==> src/rtl/mux16_arbiter.sv <==
// mux16_arbiter: round-robin owner of one shared 16-bit bus for requesters A and B, with bounded hold.
// Optional feature MUX16_ARB_LOCK_EN adds a `lock` input that lets the current owner suppress preemption.

module mux16 (
    input  logic [15:0] a,
    input  logic [15:0] b,
    input  logic        sel,
    output logic [15:0] out
);
    assign out = sel ? b : a;
endmodule

// state  | meaning
// IDLE   | nobody owns the bus; sel keeps its last value
// OWN_A  | A owns the bus, hold_cnt counts its cycles
// OWN_B  | B owns the bus, hold_cnt counts its cycles
module mux16_arbiter #(
    parameter int unsigned MAX_HOLD = 4
) (
    input  logic        clk,
    input  logic        rst_n,
    input  logic        req_a,
    input  logic        req_b,
`ifdef MUX16_ARB_LOCK_EN
    input  logic        lock,
`endif
    input  logic [15:0] data_a,
    input  logic [15:0] data_b,
    output logic        gnt_a,
    output logic        gnt_b,
    output logic        sel,
    output logic [15:0] bus_out,
    output logic        bus_valid
);
    localparam int unsigned HW = $clog2(MAX_HOLD) + 1;
    localparam logic [HW-1:0] HOLD_LAST = HW'(MAX_HOLD - 1);

    typedef enum logic [1:0] {
        IDLE  = 2'd0,
        OWN_A = 2'd1,
        OWN_B = 2'd2
    } state_t;

    typedef enum logic {
        OWNER_A = 1'b0,
        OWNER_B = 1'b1
    } owner_t;

    state_t          state_q, state_d;
    owner_t          last_owner_q, last_owner_d;
    logic [HW-1:0]   hold_cnt_q, hold_cnt_d;
    logic            sel_q, sel_d;
    logic            gnt_a_q, gnt_a_d;
    logic            gnt_b_q, gnt_b_d;
    logic [15:0]     bus_out_q, bus_out_d;
    logic            bus_valid_q, bus_valid_d;
    logic [15:0]     mux_out;
    logic            hold_sat;
    logic            lock_eff;
    logic            own_req;

`ifdef MUX16_ARB_LOCK_EN
    assign lock_eff = lock;
`else
    assign lock_eff = 1'b0;
`endif

    assign hold_sat = (hold_cnt_q == HOLD_LAST);

    mux16 u_mux16 (
        .a   (data_a),
        .b   (data_b),
        .sel (sel_q),
        .out (mux_out)
    );

    always_comb begin
        state_d      = state_q;
        last_owner_d = last_owner_q;
        hold_cnt_d   = hold_cnt_q;
        sel_d        = sel_q;

        case (state_q)
            IDLE: begin
                if (req_a && req_b) begin
                    state_d = (last_owner_q == OWNER_A) ? OWN_B : OWN_A;
                end else if (req_a) begin
                    state_d = OWN_A;
                end else if (req_b) begin
                    state_d = OWN_B;
                end
            end
            OWN_A: begin
                if (!req_a) begin
                    state_d = req_b ? OWN_B : IDLE;
                end else if (req_b && hold_sat && !lock_eff) begin
                    state_d = OWN_B;
                end
            end
            OWN_B: begin
                if (!req_b) begin
                    state_d = req_a ? OWN_A : IDLE;
                end else if (req_a && hold_sat && !lock_eff) begin
                    state_d = OWN_A;
                end
            end
            default: state_d = IDLE;
        endcase

        // A fresh owner restarts its hold window; a continuing owner counts up and saturates.
        if ((state_d != state_q) && (state_d != IDLE)) begin
            hold_cnt_d   = '0;
            last_owner_d = (state_d == OWN_B) ? OWNER_B : OWNER_A;
            sel_d        = (state_d == OWN_B);
        end else if ((state_d != IDLE) && !hold_sat) begin
            hold_cnt_d = hold_cnt_q + HW'(1);
        end
    end

    always_comb begin
        gnt_a_d     = (state_d == OWN_A);
        gnt_b_d     = (state_d == OWN_B);
        own_req     = (gnt_a_q & req_a) | (gnt_b_q & req_b);
        bus_valid_d = own_req;
        bus_out_d   = own_req ? mux_out : bus_out_q;
    end

    always_ff @(posedge clk or negedge rst_n) begin
        if (!rst_n) begin
            state_q      <= IDLE;
            last_owner_q <= OWNER_B;
            hold_cnt_q   <= '0;
            sel_q        <= 1'b0;
            gnt_a_q      <= 1'b0;
            gnt_b_q      <= 1'b0;
            bus_out_q    <= 16'h0000;
            bus_valid_q  <= 1'b0;
        end else begin
            state_q      <= state_d;
            last_owner_q <= last_owner_d;
            hold_cnt_q   <= hold_cnt_d;
            sel_q        <= sel_d;
            gnt_a_q      <= gnt_a_d;
            gnt_b_q      <= gnt_b_d;
            bus_out_q    <= bus_out_d;
            bus_valid_q  <= bus_valid_d;
        end
    end

    assign gnt_a     = gnt_a_q;
    assign gnt_b     = gnt_b_q;
    assign sel       = sel_q;
    assign bus_out   = bus_out_q;
    assign bus_valid = bus_valid_q;

endmodule

==> config.mk <==
export PLATFORM = sky130hd
export DESIGN_NAME = mux16_arbiter
export DESIGN_NICKNAME = d
export VERILOG_FILES = /design/src/rtl/mux16_arbiter.sv
export SDC_FILE = /design/constraint.sdc
export NUM_CORES = 1
export LEC_CHECK = 0
export BUFFER_PORTS_ARGS = -buffer_cell sky130_fd_sc_hd__buf_2
export CAP_MARGIN = 10
export CORE_UTILIZATION = 30
export DETAILED_ROUTE_END_ITERATION = 8
export PLACE_DENSITY = 0.51
export SKIP_CTS_REPAIR_TIMING = 1
export SLEW_MARGIN = 20
export SYNTH_ARGS = -nofsm -noshare
export SYNTH_HDL_FRONTEND = slang
export SYNTH_HIERARCHICAL = 1
export SYNTH_SLANG_ARGS = --single-unit
==> constraint.sdc <==
create_clock -name clk -period 1.8 [get_ports clk]
set_input_delay 0.09 -clock clk [delete_from_list [all_inputs] [get_ports clk]]
set_output_delay 0.09 -clock clk [all_outputs]
set_load 0.005 [all_outputs]
==> impl_metrics.ini, run 1 <==
[setup_path]
r2r-end = hold_cnt_q[2]
cp-startpoint = hold_cnt_q[0]
cp_slowest_stage_delay_ns = 0.48
cp_data_required_time_ns = 1.97
critPathArrivalTime_ns = 1.82
cp.buffers_inverters = 0
start_kind = flip-flop
crit_chain = ha_1 > ha_1 > or3b_2 > nand3_1 > o2bb2ai_1
rr_worst_depth = 5
r2r_slack_ns = 0.14
crit_cells = 5
r2r_start = hold_cnt_q[0]
cp_top_family = simple AND/OR/NAND/NOR gates
crit_path_end_kind = flip-flop
crit_slowest_cell = or3b_2
crit_end = hold_cnt_q[2]
cp_max_fo = 9
crit_top_cell = ha_1
worstSetupPathType = flip-flop to flip-flop

[timing]
hold_viol = 0
slew_headroom_pct = 60.6
post-route-period-util_pct = 92.0
drv_slew = 0
fin_skew_ns = 0.00293
rsz0062_at_grt = false
fmax_ghz = 0.604
tightestPinTransition_ns = 0.590
report.final.setup_viol = 0
final.min_clock_period_ns = 1.66
fin_ws_ns = 0.144
finalSetupTns_ns = 0

[power]
power.total_uw = 2340
peakVddDrop_uv = 456
power.leakage_uw = 0.000920
powerDensity_nw_per_um2 = 1290

[die]
floorplan.die.width_microns = 71.7
coreArea_sq_um = 4500
std_cell_rows = 24
top_level_ports = 56
die_area_sq_um = 5140
die-height_microns = 71.7
start_util_pct = 32.4

[finish]
syn_to_final_growth_pct = 24.7
fin_nets = 201
fill_cells = 434
drive_gt1_share_pct = 61.1
diodes = 0
utilization_pct = 40.4
multi_input_area_sq_um = 694
ff_latch_area_sq_um = 652

[clock_tree]
cts_buffers = 3
cts_tree = built
cts_root_buffer = clkbuf_8
cts_max_level = 1
clkSinkCount = 26
insertion_delay_ns = 0.27
clock_path_buffers = 2
clk_pin_slew_ns = 0.09

[synthesis]
synth_edf_count = 0
ys_ff_latch = 26
ys_top_cells_by_area = dfrtp_1 (43%), mux2_4 (20%), mux2_2 (10%), buf_12 (2.7%), buf_6 (2.3%)
synth_nets = 146
synthFlopType = dfrtp_1
ys.warnings.count = 6
synth.most_common_cell = dfrtp_1
synth_largest_area_cell = dfrtp_1
synth_top_area_share_pct = 42.9
synthTopCellsByCount = dfrtp_1 (25), mux2_4 (19), mux2_2 (13)
synth.avg_cell_area_sq_um = 13.5
async_reset_ff_share_pct = 100
synth_area_sq_um = 1460
synth.distinct_cells = 30
syn_inst = 108
synth_seq_area_share_pct = 44.7

[detailed_routing]
drt_iter0_markers = 32
first_pass_iters = 4
routed_wl_microns = 2860
ant_nets = 0
vias = 1029
post_drt_via_cell_ratio = 4.81
wl_per_cell_microns = 13.4
drc = 0

[global_routing]
grt_pass1_vias = 1019
antenna_found_initial = 0
grt_max_degree = 27
grt_pass1_wl_microns = 4800
overflow = 0
track_usage_pct = 12.0

[place]
hpwlAfterDp_microns = 2100
io_buffers = 55
dp_slack_ns = 0.156
gp_congestion = 0.760

[outcome]
status = complete, no violations

[worst_hold_path]
hold_class = input port to flip-flop

[flow_run]
drv_cap = 0
[through the flow]
stage / hold slack, ns / cells / instance area [sq um]
6_report: 0.155 / 214 / 1820
3_5_place_dp: 0.137 / 209 / 1740
4_1_cts: -0.168 / 213 / 1810
5_1_grt: 0.157 / 214 / 1820
2_1_floorplan: -0.206 / 108 / 1460
3_3_place_gp: 0.130 / 209 / 1740
[routing by layer]
| metal | wire [microns] | global-route usage, % |
|---|---|---|
| met5 | 0 | 0 |
| met2 | 1270 | 19.8 |
| met4 | 29 | 3.27 |
| met1 | 1350 | 15.2 |
| met3 | 214 | 3.66 |
[cell families after synthesis]
kind of cell	after synthesis	synth area share, %
simple gates	13	5.24
buf+inv	14	7.64
compound gates	21	11.1
flops	26	44.7
fa+ha+maj	2	1.72
mux	32	29.6
[layout make-up]
cell class | instances | area share (%)
multi-input cells | 68 | 38.2
flip-flops and latches | 26 | 35.9
repair buffers | 58 | 17.2
well taps | 52 | 3.58
clock buffers | 3 | 2.27
clock inverters | 1 | 1.65
inverters | 6 | 1.24
[worst reg2reg max path, cell delays in order, from the launching register on]
cell and delay (ns):
dfrtp_1 0.42, ha_1 0.21, ha_1 0.27, or3b_2 0.49, nand3_1 0.10, o2bb2ai_1 0.07
[flip-flops by register name, summed over array words and instances, names as in the netlist]
register	cells
hold_cnt_q	3
sel	1
last_owner_q	1
bus_out	16
gnt_b	1
gnt_a	1
bus_valid	1
state_q	2
[how the worst min path moves through the flow]
stage / startpoint / endpoint / slack (ns) / depth (start not counted)
global route: req_b / state_q[0] / 0.16 / 2
global placement: rst_n / bus_out[8] / 0.13 / 1
CTS: rst_n / bus_out[5] / -0.17 / 1
floorplan: rst_n / bus_out[0] / -0.21 / 0
detailed placement: rst_n / bus_out[8] / 0.14 / 1
finish: req_a / state_q[1] / 0.15 / 2
[power by group]
group / internal, uW / switching (uW)
clock network: 298 / 184
registers: 805 / 147
logic: 572 / 335
[cells in the final DEF, fill, tap and decap left out, types with 2 or more instances in the layout]
cell	synthesis	layout
clkbuf_8	0	3
a21oi_1	3	3
buf_2	2	55
mux2_4	19	19
dfrtp_1	25	25
nor2_1	2	2
nand3_1	3	3
mux2_2	13	13
ha_1	2	2
a221oi_1	2	2
o2bb2ai_1	2	2
o21ai_0	6	6
o211ai_1	2	2
inv_1	6	6
a31o_2	2	2
Note: power is estimated with default switching activity, not from simulation.
==> run 2, diff against run 1 <==
- CORE_MARGIN: not set -> 4
- RECOVER_POWER: not set -> 50
==> impl_metrics.ini, run 2 (synthesis results as in run 1) <==
[timing]
final.min_clock_period_ns = 1.68
drv_slew = 0
fmax_ghz = 0.595
slew_headroom_pct = 57.3
fin_skew_ns = 0.00270
tightestPinTransition_ns = 0.641
fin_ws_ns = 0.119
hold_viol = 0
holdWs_ns = 0.144
finalSetupTns_ns = 0
post-route-period-util_pct = 93.4
report.final.setup_viol = 0
rsz0062_at_grt = false

[finish]
multi_input_area_sq_um = 694
largest_reg_flops = 16
fin_area_sq_um = 1800
diodes = 0
drive_gt1_share_pct = 56.8
fill_cells = 456
final_cell_mix = buf_2 (48), dfrtp_1 (25), mux2_4 (19)
syn_to_final_growth_pct = 23.7
ff_latch_area_sq_um = 652
fin_nets = 201
layout_commonest_cell = buf_2

[die]
start_util_pct = 30.9
die-height_microns = 77.7
die_area_sq_um = 6040
coreArea_sq_um = 4720
top_level_ports = 56
std_cell_rows = 25
floorplan.die.width_microns = 77.7

[place]
gp_congestion = 0.731
io_buffers = 55
hpwlAfterDp_microns = 2170
dp_slack_ns = 0.146
post_dp_cell_area_sq_um = 1760

[global_routing]
grt_pass1_vias = 1091
grt_pass1_wl_microns = 5150
grt_max_degree = 27
overflow = 0
track_usage_pct = 10.3
antenna_found_initial = 0

[detailed_routing]
routed_wl_microns = 2970
wl_per_cell_microns = 13.0
first_pass_iters = 6
drt_iter0_markers = 58
vias = 1026
post_drt_via_cell_ratio = 4.48
drc = 0
ant_nets = 0

[clock_tree]
cts_max_level = 1
cts_root_buffer = clkbuf_8
clk_pin_slew_ns = 0.09
cts_tree = built
clkSinkCount = 26
insertion_delay_ns = 0.26
cts_buffers = 3
clock_path_buffers = 2

[setup_path]
cp-startpoint = hold_cnt_q[0]
r2r_slack_ns = 0.12
crit_cells = 5
crit_top_cell = ha_1
r2r-end = hold_cnt_q[2]
cp_data_required_time_ns = 1.95
cp_max_fo = 9
cp_slowest_stage_delay_ns = 0.49
crit_end = hold_cnt_q[2]
cp_top_family = simple AND/OR/NAND/NOR gates
critPathArrivalTime_ns = 1.84
crit_slowest_cell = or3b_2
start_kind = flip-flop
rr_worst_depth = 5
crit_chain = ha_1 > ha_1 > or3b_2 > nand3_1 > o2bb2ai_1
crit_path_end_kind = flip-flop
r2r_start = hold_cnt_q[0]
cp.buffers_inverters = 0
worstSetupPathType = flip-flop to flip-flop

[power]
power.leakage_uw = 0.000890
powerDensity_nw_per_um2 = 1210
peakVddDrop_uv = 436
power.total_uw = 2180

[outcome]
status = complete, no violations

[flow_run]
drv_cap = 0

[worst_hold_path]
hold_class = input port to flip-flop
## run 2: changes by cell type in the layout (fill, tap and decap cells not counted)
cell / previous run / this run
buf_2: 55 / 48
bufinv_16: 1 / 0
clkbuf_1: 0 / 7
clkbuf_2: 0 / 1
## run 2: final cells by class
cell class,count,share of cell area (%)
Clock buffer,4,2.50
Inverter,6,1.25
Multi-Input combinational cell,68,38.5
Sequential cell,26,36.2
Tap cell,67,4.65
Timing Repair Buffer,58,16.9
## run 2: worst min path at each step
stage	slack, ns	to	cells past startpoint	start
6_report	0.14	state_q[1]	2	req_a
5_1_grt	0.17	state_q[1]	2	req_a
4_1_cts	-0.16	bus_out[11]	1	rst_n
3_5_place_dp	0.14	bus_out[11]	1	rst_n
3_3_place_gp	0.13	bus_out[12]	1	rst_n
2_1_floorplan	-0.21	bus_out[0]	0	rst_n
## run 2: power breakdown
part           internal [uW]  switching (uW)  total, uW
sequential               806             142        948
combinational            556             342        898
clock                    158             171        329
## run 2: through the flow
step,std cells,utilization (%)
floorplan,108,-
global route,229,38.2
finish,229,38.2
detailed placement,224,37.2
global placement,224,37.2
CTS,228,38.1
## run 2: worst reg2reg max path, stage by stage (launching register included)
cell       delay [ns]
dfrtp_1          0.42
ha_1             0.22
ha_1             0.28
or3b_2           0.49
nand3_1          0.10
o2bb2ai_1        0.07
## run 2: metal layers
| metal | GRT usage, % | up-vias | routed length, microns | part of all wire (%) |
|---|---|---|---|---|
| met2 | 15.9 | 51 | 1280 | 43 |
| li1 | - | 499 | - | - |
| met4 | 3.20 | 0 | 18 | 0.61 |
| met1 | 13.9 | 474 | 1370 | 46 |
| met5 | 0 | - | 0 | 0 |
| met3 | 3.02 | 2 | 300 | 10 |
==> run 3, diff against run 2 <==
--- a/config.mk
+++ b/config.mk
@@ -11,6 +11,8 @@
 export CORE_UTILIZATION = 30
 export DETAILED_ROUTE_END_ITERATION = 8
+export MAX_ROUTING_LAYER = met4
 export PLACE_DENSITY = 0.51
 export RECOVER_POWER = 50
+export REMOVE_ABC_BUFFERS = 1
 export SKIP_CTS_REPAIR_TIMING = 1
 export SLEW_MARGIN = 20
==> constraint.sdc (replaced) <==
create_clock -name clk -period 1.8 [get_ports clk]
set_input_delay 0 -clock clk [delete_from_list [all_inputs] [get_ports clk]]
set_output_delay 0 -clock clk [all_outputs]
set_load 0.005 [all_outputs]
==> impl_metrics.ini, run 3 (synthesis results as in run 1) <==
[finish]
ff_latch_area_sq_um = 652
layout_commonest_cell = buf_2
drive_gt1_share_pct = 58.0
fin_area_sq_um = 1830
largest_reg_flops = 16
multi_input_area_sq_um = 694
syn_to_final_growth_pct = 25.6
diodes = 0
final_cell_mix = buf_2 (49), dfrtp_1 (25), mux2_4 (19)
fin_nets = 201
fill_cells = 454

[setup_path]
crit_top_cell = ha_1
cp_slowest_stage_delay_ns = 0.49
crit_chain = ha_1 > ha_1 > or3b_2 > nand3_1 > o2bb2ai_1
r2r-end = hold_cnt_q[2]
cp_max_fo = 9
start_kind = flip-flop
cp_data_required_time_ns = 1.96
r2r_slack_ns = 0.1
worstSetupPathType = flip-flop to flip-flop
critPathArrivalTime_ns = 1.86
crit_path_end_kind = flip-flop
crit_slowest_cell = or3b_2
cp_top_family = simple AND/OR/NAND/NOR gates
rr_worst_depth = 5
cp.buffers_inverters = 0
r2r_start = hold_cnt_q[0]

[detailed_routing]
post_drt_via_cell_ratio = 4.57
first_pass_iters = 4
drc = 0
routed_wl_microns = 3210
drt_iter0_markers = 16
wl_per_cell_microns = 14.0
vias = 1046
ant_nets = 0

[place]
post_dp_cell_area_sq_um = 1760
io_buffers = 55
gp_congestion = 0.805
hpwlAfterDp_microns = 2380

[global_routing]
grt_max_degree = 27
use_met2_pct = 17.6
grt_pass1_wl_microns = 5180
use_met1_pct = 13.4
antenna_found_initial = 0
grt.busiest_layer = met2
overflow = 0
track_usage_pct = 10.8
grt_use_met3_pct = 2.90
grt_pass1_vias = 1069

[die]
std_cell_rows = 25
die-height_microns = 77.7
start_util_pct = 30.9
floorplan.die.width_microns = 77.7
die_area_sq_um = 6040
top_level_ports = 56
coreArea_sq_um = 4720

[worst_hold_path]
hp-start = req_a
min_to = gnt_b
hold_class = input port to flip-flop
whs_path_depth = 2

[timing]
fin_skew_ns = 0.0130
finalSetupTns_ns = 0
hold_viol = 0
slew_headroom_pct = 56.6
final.min_clock_period_ns = 1.70
rsz0062_at_grt = false
post-route-period-util_pct = 94.6
tightestPinTransition_ns = 0.651
fmax_ghz = 0.587
drv_slew = 0
report.final.setup_viol = 0

[power]
peakVddDrop_uv = 394
power.leakage_uw = 0.000905
power.total_uw = 2350
powerDensity_nw_per_um2 = 1280

[clock_tree]
clk_pin_slew_ns = 0.10
cts_root_buffer = clkbuf_8
cts_buffers = 3
cts_max_level = 1
cts_tree = built
clkSinkCount = 26
insertion_delay_ns = 0.28
clock_path_buffers = 2

[flow_run]
drv_cap = 0

[outcome]
status = complete, no violations
==> run 3: cell count changes in the layout (fill, tap and decap cells not counted), sizes merged <==
cell	previous run	this run
buf	50	51
clkbuf	11	9
bufinv	0	1
==> run 3: final cells by class <==
cell class                 instances  area share, %
multi-input combinational         68           37.9
sequential                        26           35.6
timing repair buffer              58           16.7
tap                               67           4.58
clock buffer                       3           2.26
clock inverter                     1           1.64
inverter                           6           1.23
==> run 3: metal layers <==
layer	vias to the layer above	part of all wire, %
li1	501	-
met1	505	45
met2	38	48
met3	2	6.0
met4	0	0.47
met5	-	0
==> run 3: worst max-delay path by stage <==
stage | from | end | slack [ns] | depth (start not counted)
global placement | hold_cnt_q[0] | hold_cnt_q[1] | 0.20 | 5
floorplan | hold_cnt_q[0] | hold_cnt_q[1] | 0.24 | 5
global route | hold_cnt_q[0] | hold_cnt_q[1] | 0.03 | 5
detailed placement | hold_cnt_q[0] | hold_cnt_q[1] | 0.13 | 5
CTS | hold_cnt_q[0] | hold_cnt_q[1] | 0.11 | 5
finish | hold_cnt_q[0] | hold_cnt_q[2] | 0.1 | 5
==> run 3: power by group <==
group	total, uW	internal (uW)	switching [uW]	leakage, uW
sequential	955	805	150	0.000312
clock	494	298	196	0.0000357
combinational	900	559	341	0.000558
total	2350	1660	687	0.000905
==> run 3: metrics by stage <==
stage / setup slack [ns] / utilization [%] / std cells / hold slack (ns)
floorplan: 0.237 / - / 100 / -0.296
global placement: 0.196 / 37.2 / 224 / 0.0361
detailed placement: 0.129 / 37.2 / 224 / 0.0473
finish: 0.0977 / 38.8 / 229 / 0.0448
CTS: 0.112 / 38.7 / 228 / -0.256
global route: 0.0340 / 38.8 / 229 / 0.0682
